**src/rtl/bin_threshold_ctrl.sv**
```systemverilog
// rtl/bin_threshold_ctrl.sv - per-frame binarization threshold controller (auto mean / manual)
module bin_threshold_ctrl #(
  parameter int CNT_W      = 22,
  parameter int SUM_W      = 30,
  parameter int DEFAULT_TH = 128,
  parameter int STEP       = 4
) (
  input  logic       clk,
  input  logic       rst,
  input  logic       vsync_in,
  input  logic       de_in,
  input  logic [7:0] y_in,
  input  logic       mode_auto,
  input  logic [7:0] offset,
  input  logic       key_up,
  input  logic       key_dn,
  output logic [7:0] bin_threshold,
  output logic       th_valid,
  output logic       busy,
  output logic       overrun
);

  localparam logic [1:0] S_IDLE  = 2'd0;
  localparam logic [1:0] S_DIV   = 2'd1;
  localparam logic [1:0] S_APPLY = 2'd2;
  localparam int IT_W = $clog2(SUM_W);

  logic             vsync_d;
  logic             frame_edge;
  logic [SUM_W-1:0] acc_sum;
  logic [CNT_W-1:0] acc_cnt;
  logic [1:0]       state;

  // Divider: div_q starts as the dividend and shifts quotient bits in from the LSB
  logic [SUM_W-1:0] div_q;
  logic [CNT_W-1:0] div_d;
  logic [CNT_W-1:0] div_rem;
  logic [IT_W-1:0]  it_cnt;
  logic [CNT_W:0]   rem_sh;
  logic [CNT_W-1:0] rem_sub;
  logic             rem_ge;

  logic             apply_auto;
  logic [7:0]       off_r;
  logic [7:0]       manual_th;
  logic [7:0]       manual_next;
  logic [8:0]       th_up;
  logic signed [9:0] biased;
  logic [7:0]       auto_th;

  assign frame_edge = vsync_in & ~vsync_d;
  // An edge seen while a divide (or its apply) is pending cannot be serviced
  assign overrun    = frame_edge & busy;

  // One restoring-division step: shift in the next dividend bit, subtract if it fits
  assign rem_sh  = {div_rem, div_q[SUM_W-1]};
  assign rem_ge  = (rem_sh >= {1'b0, div_d});
  assign rem_sub = rem_sh[CNT_W-1:0] - div_d;

  // Mean never exceeds 255, so only the low quotient byte matters; bias in 10-bit signed
  assign biased  = $signed({2'b00, div_q[7:0]}) + $signed({{2{off_r[7]}}, off_r});
  assign auto_th = biased[9] ? 8'd0 : (biased[8] ? 8'hFF : biased[7:0]);

  assign th_up = {1'b0, manual_th} + 9'(STEP);

  // Next manual threshold from key pulses, saturating at both ends; both keys cancel
  always_comb begin
    manual_next = manual_th;
    if (key_up && !key_dn) begin
      manual_next = th_up[8] ? 8'hFF : th_up[7:0];
    end else if (key_dn && !key_up) begin
      manual_next = (manual_th < 8'(STEP)) ? 8'd0 : manual_th - 8'(STEP);
    end
  end

  // Registered vsync for rising-edge detection
  always_ff @(posedge clk or posedge rst) begin
    if (rst) vsync_d <= 1'b0;
    else     vsync_d <= vsync_in;
  end

  // Luma accumulators; restart at each edge, with an edge-cycle pixel counted in the new frame
  always_ff @(posedge clk or posedge rst) begin
    if (rst) begin
      acc_sum <= '0;
      acc_cnt <= '0;
    end else if (frame_edge) begin
      acc_sum <= de_in ? SUM_W'(y_in) : '0;
      acc_cnt <= de_in ? CNT_W'(1) : '0;
    end else if (de_in) begin
      acc_sum <= acc_sum + SUM_W'(y_in);
      if (acc_cnt != '1) acc_cnt <= acc_cnt + CNT_W'(1);
    end
  end

  // Manual threshold tracks key pulses in every mode
  always_ff @(posedge clk or posedge rst) begin
    if (rst) manual_th <= 8'(DEFAULT_TH);
    else     manual_th <= manual_next;
  end

  // Frame-boundary FSM: snapshot, divide, then apply the new threshold for one cycle
  always_ff @(posedge clk or posedge rst) begin
    if (rst) begin
      state         <= S_IDLE;
      div_q         <= '0;
      div_d         <= '0;
      div_rem       <= '0;
      it_cnt        <= '0;
      apply_auto    <= 1'b0;
      off_r         <= 8'd0;
      busy          <= 1'b0;
      th_valid      <= 1'b0;
      bin_threshold <= 8'(DEFAULT_TH);
    end else begin
      th_valid <= 1'b0;
      case (state)
        S_IDLE: begin
          if (frame_edge) begin
            apply_auto <= mode_auto;
            off_r      <= offset;
            if (!mode_auto) begin
              state <= S_APPLY;
            end else if (acc_cnt != '0) begin
              div_q   <= acc_sum;
              div_d   <= acc_cnt;
              div_rem <= '0;
              it_cnt  <= '0;
              busy    <= 1'b1;
              state   <= S_DIV;
            end
          end
        end
        S_DIV: begin
          div_rem <= rem_ge ? rem_sub : rem_sh[CNT_W-1:0];
          div_q   <= {div_q[SUM_W-2:0], rem_ge};
          if (it_cnt == IT_W'(SUM_W - 1)) state <= S_APPLY;
          else                            it_cnt <= it_cnt + IT_W'(1);
        end
        S_APPLY: begin
          bin_threshold <= apply_auto ? auto_th : manual_th;
          th_valid      <= 1'b1;
          busy          <= 1'b0;
          state         <= S_IDLE;
        end
        default: state <= S_IDLE;
      endcase
    end
  end

endmodule

```
**config.mk**
```make
export PLATFORM = sky130hd
export DESIGN_NAME = bin_threshold_ctrl
export DESIGN_NICKNAME = d
export VERILOG_FILES = /design/src/rtl/bin_threshold_ctrl.sv
export SDC_FILE = /design/constraint.sdc
export NUM_CORES = 1
export LEC_CHECK = 0
export CAP_MARGIN = 20
export CORE_UTILIZATION = 50
export CTS_CLUSTER_DIAMETER = 30
export DETAILED_ROUTE_END_ITERATION = 8
export HOLD_SLACK_MARGIN = 0.1
export MAX_ROUTING_LAYER = met4
export PLACE_DENSITY = 0.7
export SLEW_MARGIN = 20
export SYNTH_ARGS = -nofsm -noshare
export SYNTH_HDL_FRONTEND = slang
export SYNTH_SLANG_ARGS = --single-unit
```
**constraint.sdc**
```tcl
create_clock -name clk -period 6.3 [get_ports clk]
set_clock_uncertainty 0.05 [all_clocks]
set_input_delay 1.26 -clock clk [delete_from_list [all_inputs] [get_ports clk]]
set_output_delay 1.26 -clock clk [all_outputs]
set_load 0.1 [all_outputs]
```
### After elaboration in Yosys (flattened, before gate mapping)

Cells that the tools add are included.
W data, S select, Z words.

| storage, ports and cells | value |
|---|---|
| bits in registers | 161 |
| bits of input ports | 23 |
| output and inout port bits | 11 |
| word-level logic and storage cells | 92 |

| cells by class | value |
|---|---|
| add/subtract/negate cells | 7 |
| $lt $le $gt $ge | 2 |
| equal/unequal tests | 10 |
| mux-type cells | 38 |
| bitwise operators | 3 |
| reduce and logical (&&, ||, !) cells | 18 |

Operators with widths:

| kind | count |
|---|---|
| $mux W22 | 7 |
| $mux W30 | 5 |
| $mux W8 | 8 |
| $pmux W30 S2 | 1 |
| $pmux W22 S2 | 1 |
| $add A30 B8 Y30 | 1 |
| $ge A23 B22 Y1 | 1 |
| $add A22 B1 Y22 const B | 1 |
| $ne A22 B22 Y1 const B | 1 |
| $reduce_bool A22 Y1 | 1 |
| $sub A22 B22 Y22 | 1 |
| $mux W5 | 4 |
| $reduce_and A4 Y1 | 3 |
| $add A9 B8 Y10 | 1 |
| $ne A2 B2 Y1 const B | 5 |
| $pmux W5 S2 | 1 |
| $reduce_bool A2 Y1 | 5 |
| $add A8 B3 Y9 const B | 1 |
| $lt A8 B3 Y1 const B | 1 |
| $mux W2 | 4 |
| $sub A8 B3 Y8 const B | 1 |
| $add A5 B1 Y5 const B | 1 |
| $eq A5 B5 Y1 const B | 1 |
| $mux W1 | 5 |
| other kinds (13) | 17 |

### Logic depth before layout (Yosys ltp)

Gate-level depths: netlist (run 1).

| logic depth | value |
|---|---|
| word-level depth | 5 |
| gate-level depth with buffers | 13 |
| gate-level depth less buffers | 12 |

### Worst setup path before layout (run 1)

No wires, ideal clock.

| timing | value |
|---|---|
| path type | input port to output port |
| from | input vsync_in |
| to | output overrun |
| arrival | 2.567 ns |
| required time | 4.990 ns |
| slack | 2.423 ns |
| stages on the path | 3 |
| buffers on the path | 1 |
| cell sequence | nor2b_1 > clkbuf_1 > and2_1 |

| on the way | value |
|---|---|
| cells in the longest elaborated chain, start to end | 2 |

RTL lines:

| item | RTL line | source |
|---|---|---|
| start: declaration | 10 | `input logic vsync_in,` |
| $and A1 B1 Y1 | 51 | `assign frame_edge = vsync_in & ~vsync_d;` |
| $and A1 B1 Y1 | 53 | `assign overrun = frame_edge & busy;` |
| end: declaration | 20 | `output logic overrun` |

Every way passes these cells.

### Worst setup path in the final report (run 1)

Ends and elaborated chain as after synthesis.

==> results of run 1 <==
worst max-delay path: cells and delay by family:
| family | cells | cell delay (ns) |
|---|---|---|
| buffers and inverters | 2 | 1.62 |
| and+or+nand+nor | 2 | 0.36 |
worst max path at each step:
| stage | start | endpoint | cells after the start |
|---|---|---|---|
| finish | vsync_in | overrun | 4 |
| global route | vsync_in | overrun | 4 |
| CTS | vsync_in | overrun | 4 |
| detailed placement | vsync_in | overrun | 4 |
| global placement | vsync_in | overrun | 4 |
| floorplan | rst | acc_cnt[0]$_DFFE_PP0P_ | 1 |
registers in the layout, summed over array words and instances, names as in the netlist:
signal / flops
th_valid: 1
manual_th: 7
div_d: 22
apply_auto: 1
state: 2
div_q: 30
vsync_d: 1
busy: 1
it_cnt: 5
div_rem: 22
acc_sum: 30
off_r: 8
bin_threshold: 8
acc_cnt: 22
per-layer routing:
layer | share of wire, % | GRT usage (%)
met5 | 0 | -
met2 | 47 | 36.2
met3 | 2.9 | 4.41
met1 | 49 | 31.0
met4 | 1.7 | 8.18
cell usage in the layout (no fill, tap or decap), drive strengths merged, types with 17 or more instances in the layout:
cell type        n
a21o            17
a21oi           59
clkbuf          23
clkdlybuf4s50   33
dfrtp          158
ha              46
inv             51
nand2          117
nand3           31
nor2           121
nor3            20
o21ai           86
o22ai           29
xnor2           31
xor2            38
metrics by stage:
step	std cells	worst slack [ns]	hold WS (ns)
6_report	1270	1.74	0.422
3_3_place_gp	1238	1.73	0.399
5_1_grt	1270	1.70	0.458
2_1_floorplan	1006	0.673	0.404
3_5_place_dp	1238	1.74	0.415
4_1_cts	1270	1.73	0.424
power breakdown:
part	total (mW)	leakage [nW]	internal, mW	switching [mW]
Clock	1.05	0.286	0.636	0.416
Combinational	2.39	2.23	0.927	1.46
Sequential	1.59	2.03	1.35	0.244
cells by family after synthesis:
family	after synthesis	share of synthesized area (%)
XOR/XNOR	69	6.63
AND/OR/NAND/NOR	368	18.9
buffers and inverters	89	4.10
adder cells (fa/ha/maj)	49	6.97
flip-flops	160	43.9
multiplexers	23	2.64
AO/OA/AOI/OAI	248	16.8
area by class of cell:
cell class	instances	share of cell area, %
multi-input combinational	757	46.4
sequential	160	39.2
clock buffer	23	4.48
timing repair buffer	43	3.96
tap	229	2.80
inverter	49	1.85
clock inverter	9	1.31
Yosys cell counts, drive strengths merged (5+ instances only):
cell type    n  area share [%]
xnor2       31             3.0
nand2      117             4.8
mux2         8            0.99
a21oi       59             3.3
ha          46             6.3
a21o        17             1.4
or3          8            0.55
dfrtp      158              43
o31ai        5            0.41
clkbuf      32             1.3
o21a         9            0.74
mux2i       15             1.6
and4         8            0.85
a22o         6            0.58
nor2b       11            0.75
nand4       15             1.1
nor4         8            0.71
and3        11            0.75
nor3        20             1.2
o22ai       29             2.0
buf          8            0.77
or2          5            0.34
nand3       31             1.8
xor2        38             3.7
nor2       121             5.0
a31oi        5            0.34
inv         49             2.0
o21ai       86             4.8
==> flow_summary.yaml, run 1 <==
worst_setup_path:
  start_kind: "input pin"
  crit_arrival_ns: 3.25
  path_max_fanout: 3
  rr_startpoint: "div_q[29]$_DFFE_PP0P_"
  critPathKind: "input pin to primary output"
  r2r_slack_ns: 3.22
  crit_path_end_kind: "primary output"
  critical-path-slowest-cell: "clkdlybuf4s50_1"
  critical_path_required_ns: 4.99
  timing.critical_path.mode_cell: "clkdlybuf4s50_1"
  critPathMaxStageDelay_ns: 1.12
  rr_endpoint: "div_rem[20]$_DFFE_PP0P_"
  crit_path_cell_trace: "clkdlybuf4s50_1 -> nor2b_4 -> and2_1 -> clkdlybuf4s50_1"
  reg2regPathDepth: 12
worst_hold_path:
  min_to: "bin_threshold[7]$_DFFE_PP1P_"
  holdPathStages: 2
  hold_path_class: "flip-flop to flip-flop"
  hp-start: "bin_threshold[7]$_DFFE_PP1P_"
global_routing:
  grt_pass1_wl_microns: 33000
  first_global_vias: 6825
  grt_max_degree: 73
  antenna_found_initial: 0
  grtUsageTotal_pct: 23.5
  grt-ovfl-total: 0
yosys:
  syn_nets: 1078
  synthArstFlopShare_pct: 100
  seq_area_frac_synth_pct: 43.9
  syn-cell-area_sq_mm: 0.00912
  synth_edf_count: 0
  ys.flop_type: "dfrtp_1"
  synth-seq-cells: 160
  synth.distinct_cells: 70
  avgSynthCellArea_sq_um: 9.06
  syn_inst: 1006
  synth_warnings: 0
place:
  place.gp.congestion: 0.899
  placed_cell_area_sq_mm: 0.00964
  dp_hpwl_microns: 13500
  numPortBuffers: 33
routing:
  wl_per_cell_microns: 15.6
  first_pass_iters: 6
  detail-route-antenna-nets: 0
  vias_per_cell: 5.68
  drtIter0Drc: 455
  wirelength_microns: 19800
  drc: 0
  routed-via-count: 7213
clock_tree:
  cts_resized: 0
  htreeDepth: 4
  cts_root_buf: "clkbuf_16"
  numCtsBuffers: 17
  cts_hold_buf: 0
  clkLatencyLatePin_ns: 0.43
  clkSlewWorstSetupHoldPaths_ns: 0.06
  postCtsSetupBuffers: 0
  cts.sink_count: 160
  cts_tree: "built"
  clk_path_buf_depth: 2
layout:
  diodes: 0
  multiInputGateArea_sq_mm: 0.00475
  drive_gt1_share_pct: 6.92
  syn_to_final_growth_pct: 12.2
  fill_cells: 1594
  final-seq-area_sq_mm: 0.00401
  fin_nets: 1100
  fin_util_pct: 57.1
  final_cell_area_sq_mm: 0.0102
timing:
  finalCritPeriodShare_pct: 72.4
  worst_slew_pin_slew_ns: 1.05
  fmax_ghz: 0.219
  finalSetupViolations: 0
  slew_viol_final: 0
  slew_headroom_pct: 29.8
  setup-tns-final_ns: 0
  grt_setup_unrepaired: "no"
  fin_crit_ns: 4.56
  final-hold-violation-count: 0
floorplan:
  die_width_microns: 137
  boundaryPins: 34
  core_sq_mm: 0.0179
  rows: 49
  dieArea_sq_mm: 0.0188
  initial_utilization_pct: 50.9
  die_h_microns: 137
power:
  peakVddDrop_mv: 0.372
  p_total_mw: 5.03
  p_leak_nw: 4.55
  power_density_mw_per_mm2: 492
outcome:
  status: "complete, no violations"
run:
  cap_viol_max_count: 0
Power figures use the tool's default switching activity.
==> run 2, diff against run 1 <==
--- a/config.mk
+++ b/config.mk
@@ -11,7 +11,7 @@
 export DETAILED_ROUTE_END_ITERATION = 8
 export HOLD_SLACK_MARGIN = 0.1
 export MAX_ROUTING_LAYER = met4
-export PLACE_DENSITY = 0.7
+export PLACE_DENSITY = 0.73
 export SLEW_MARGIN = 20
 export SYNTH_ARGS = -nofsm -noshare
 export SYNTH_HDL_FRONTEND = slang
==> constraint.sdc (replaced) <==
create_clock -name clk -period 3.9 [get_ports clk]
set_clock_uncertainty 0.05 [all_clocks]
set_input_delay 0.78 -clock clk [delete_from_list [all_inputs] [get_ports clk]]
set_output_delay 0.78 -clock clk [all_outputs]
set_load 0.1 [all_outputs]
==> run 2 against run 1 <==
The flow now finishes with violations (design-rule violations). First-iteration DRC count down 14%. Flip-flop and latch count unchanged. Final area up 0.65%. Count of clock-buffer cells in the layout down 4. Combinational power up 61%. Critical endpoint is now acc_sum[29]$_DFFE_PP0P_. Critical path type is now input pin to flip-flop.
==> flow_summary.yaml, run 2 (synthesis results as in run 1) <==
layout:
  drive_gt1_share_pct: 7.67
  final-seq-area_sq_mm: 0.00401
  fill_cells: 1600
  reg_top3: "acc_sum x30, div_q x30"
  final_cell_mix: "dfrtp_1 (158), nor2_1 (119), nand2_1 (117)"
  diodes: 0
  final_common_cell: "dfrtp_1"
  multiInputGateArea_sq_mm: 0.00475
  fin_nets: 1102
  syn_to_final_growth_pct: 12.9
global_routing:
  grt-ovfl-total: 0
  grtUsageTotal_pct: 23.6
  first_global_vias: 6885
  top_usage_layer: "met2"
  grt_use_met1_pct: 32.1
  gr-usage-met3_pct: 4.56
  grt_pass1_wl_microns: 33500
  use_met2_pct: 35.4
  grt_max_degree: 67
  antenna_found_initial: 0
routing:
  wl_per_cell_microns: 15.6
  drtIter0Drc: 393
  wirelength_microns: 19800
  detail-route-antenna-nets: 0
  routed-via-count: 7200
  drc: 2
  first_pass_iters: 6
  vias_per_cell: 5.66
place:
  numPortBuffers: 33
  place.gp.congestion: 0.879
  dpl_worst_slack_ns: 0.394
  dp_hpwl_microns: 13700
timing:
  finalCritPeriodShare_pct: 80.2
  slew_headroom_pct: 29.0
  grt_setup_unrepaired: "no"
  finalSetupViolations: 0
  setup-tns-final_ns: 0
  timing.hold.ws_ns: 0.418
  slew_viol_final: 0
  setup_ws_ns: 0.773
  final-hold-violation-count: 0
  fmax_ghz: 0.320
  worst_slew_pin_slew_ns: 1.07
  fin_crit_ns: 3.13
worst_setup_path:
  critPathMaxStageDelay_ns: 0.56
  start_kind: "input pin"
  crit_path_end_kind: "flip-flop"
  critPathKind: "input pin to flip-flop"
  critical-path-slowest-cell: "a2111oi_1"
  timing.critical_path.mode_cell: "a21o_1"
  path_max_fanout: 8
  crit_path_cell_trace: "clkdlybuf4s50_1 -> ha_1 -> a21o_1 -> a21o_1 -> a2111oi_1 -> nor4_1 -> nor2_2 -> nor3_1 -> xnor2_1 -> nor2_1"
  critical_path_required_ns: 4.13
  crit_arrival_ns: 3.36
clock_tree:
  numCtsBuffers: 17
  postCtsSetupBuffers: 0
  cts_resized: 0
  cts_hold_buf: 0
  clkLatencyLatePin_ns: 0.43
  cts.sink_count: 160
  cts_root_buf: "clkbuf_16"
  clk_path_buf_depth: 2
  cts_tree: "built"
  htreeDepth: 4
  clkSlewWorstSetupHoldPaths_ns: 0.06
floorplan:
  die_width_microns: 137
  boundaryPins: 34
  core_sq_mm: 0.0179
  rows: 49
  dieArea_sq_mm: 0.0188
  die_h_microns: 137
  initial_utilization_pct: 50.9
outcome:
  status: "finished, violations left"
  violations: "design-rule violations"
power:
  peakVddDrop_mv: 0.509
  p_leak_nw: 4.58
  power_density_mw_per_mm2: 792
run:
  cap_viol_max_count: 0
worst_hold_path:
  hold_path_class: "flip-flop to flip-flop"
-- run 2: path summary, 6_finish.rpt --
path,from,to,slack [ns],cells past startpoint
worst max-delay path,y_in[1],acc_sum[29]$_DFFE_PP0P_,0.77,10
worst min register to register,bin_threshold[7]$_DFFE_PP1P_,bin_threshold[7]$_DFFE_PP1P_,0.42,2
worst max register to register,div_q[29]$_DFFE_PP0P_,div_rem[20]$_DFFE_PP0P_,0.89,12
min in group asynchronous,rst,div_q[19]$_DFFE_PP0P_,0.81,2
worst min-delay path,bin_threshold[7]$_DFFE_PP1P_,bin_threshold[7]$_DFFE_PP1P_,0.42,2
max in group asynchronous,rst,bin_threshold[7]$_DFFE_PP1P_,2.18,3
-- run 2: final cells by class --
type / count / area share [%]
Inverter: 49 / 1.82
Sequential cell: 160 / 38.9
Tap cell: 229 / 2.78
Multi-Input combinational cell: 757 / 46.1
Clock buffer: 19 / 4.40
Clock inverter: 13 / 1.52
Timing Repair Buffer: 45 / 4.42
-- run 2: metrics by stage --
step | util, % | area (sq um) | instances | total power, mW
after global placement | 54.1 | 9680 | 1240 | 6.32
after detailed placement | 54.1 | 9680 | 1240 | 6.41
final | 57.5 | 10300 | 1272 | 8.15
after CTS | 57.5 | 10300 | 1272 | 8.17
after global routing | 57.5 | 10300 | 1272 | 8.76
after floorplan | - | 9120 | 1006 | 5.56
-- run 2: worst max-delay path, delay by kind of cell --
kind	cells	cell delay (ns)
simple gates	4	0.70
fa+ha+maj	1	0.32
buf+inv	1	0.47
compound gates	3	0.92
xor+xnor	1	0.17
-- run 2: metal layers --
layer / wire, microns / vias up / share of wire [%]
li1: - / 3583 / -
met1: 9660 / 3467 / 49
met2: 9130 / 119 / 46
met3: 683 / 31 / 3.4
met4: 344 / 0 / 1.7
met5: 0 / - / 0
-- run 2: where the power goes --
| group | internal [mW] | switching [mW] |
|---|---|---|
| Sequential | 2.18 | 0.393 |
| Combinational | 1.51 | 2.35 |
| Clock | 1.04 | 0.686 |
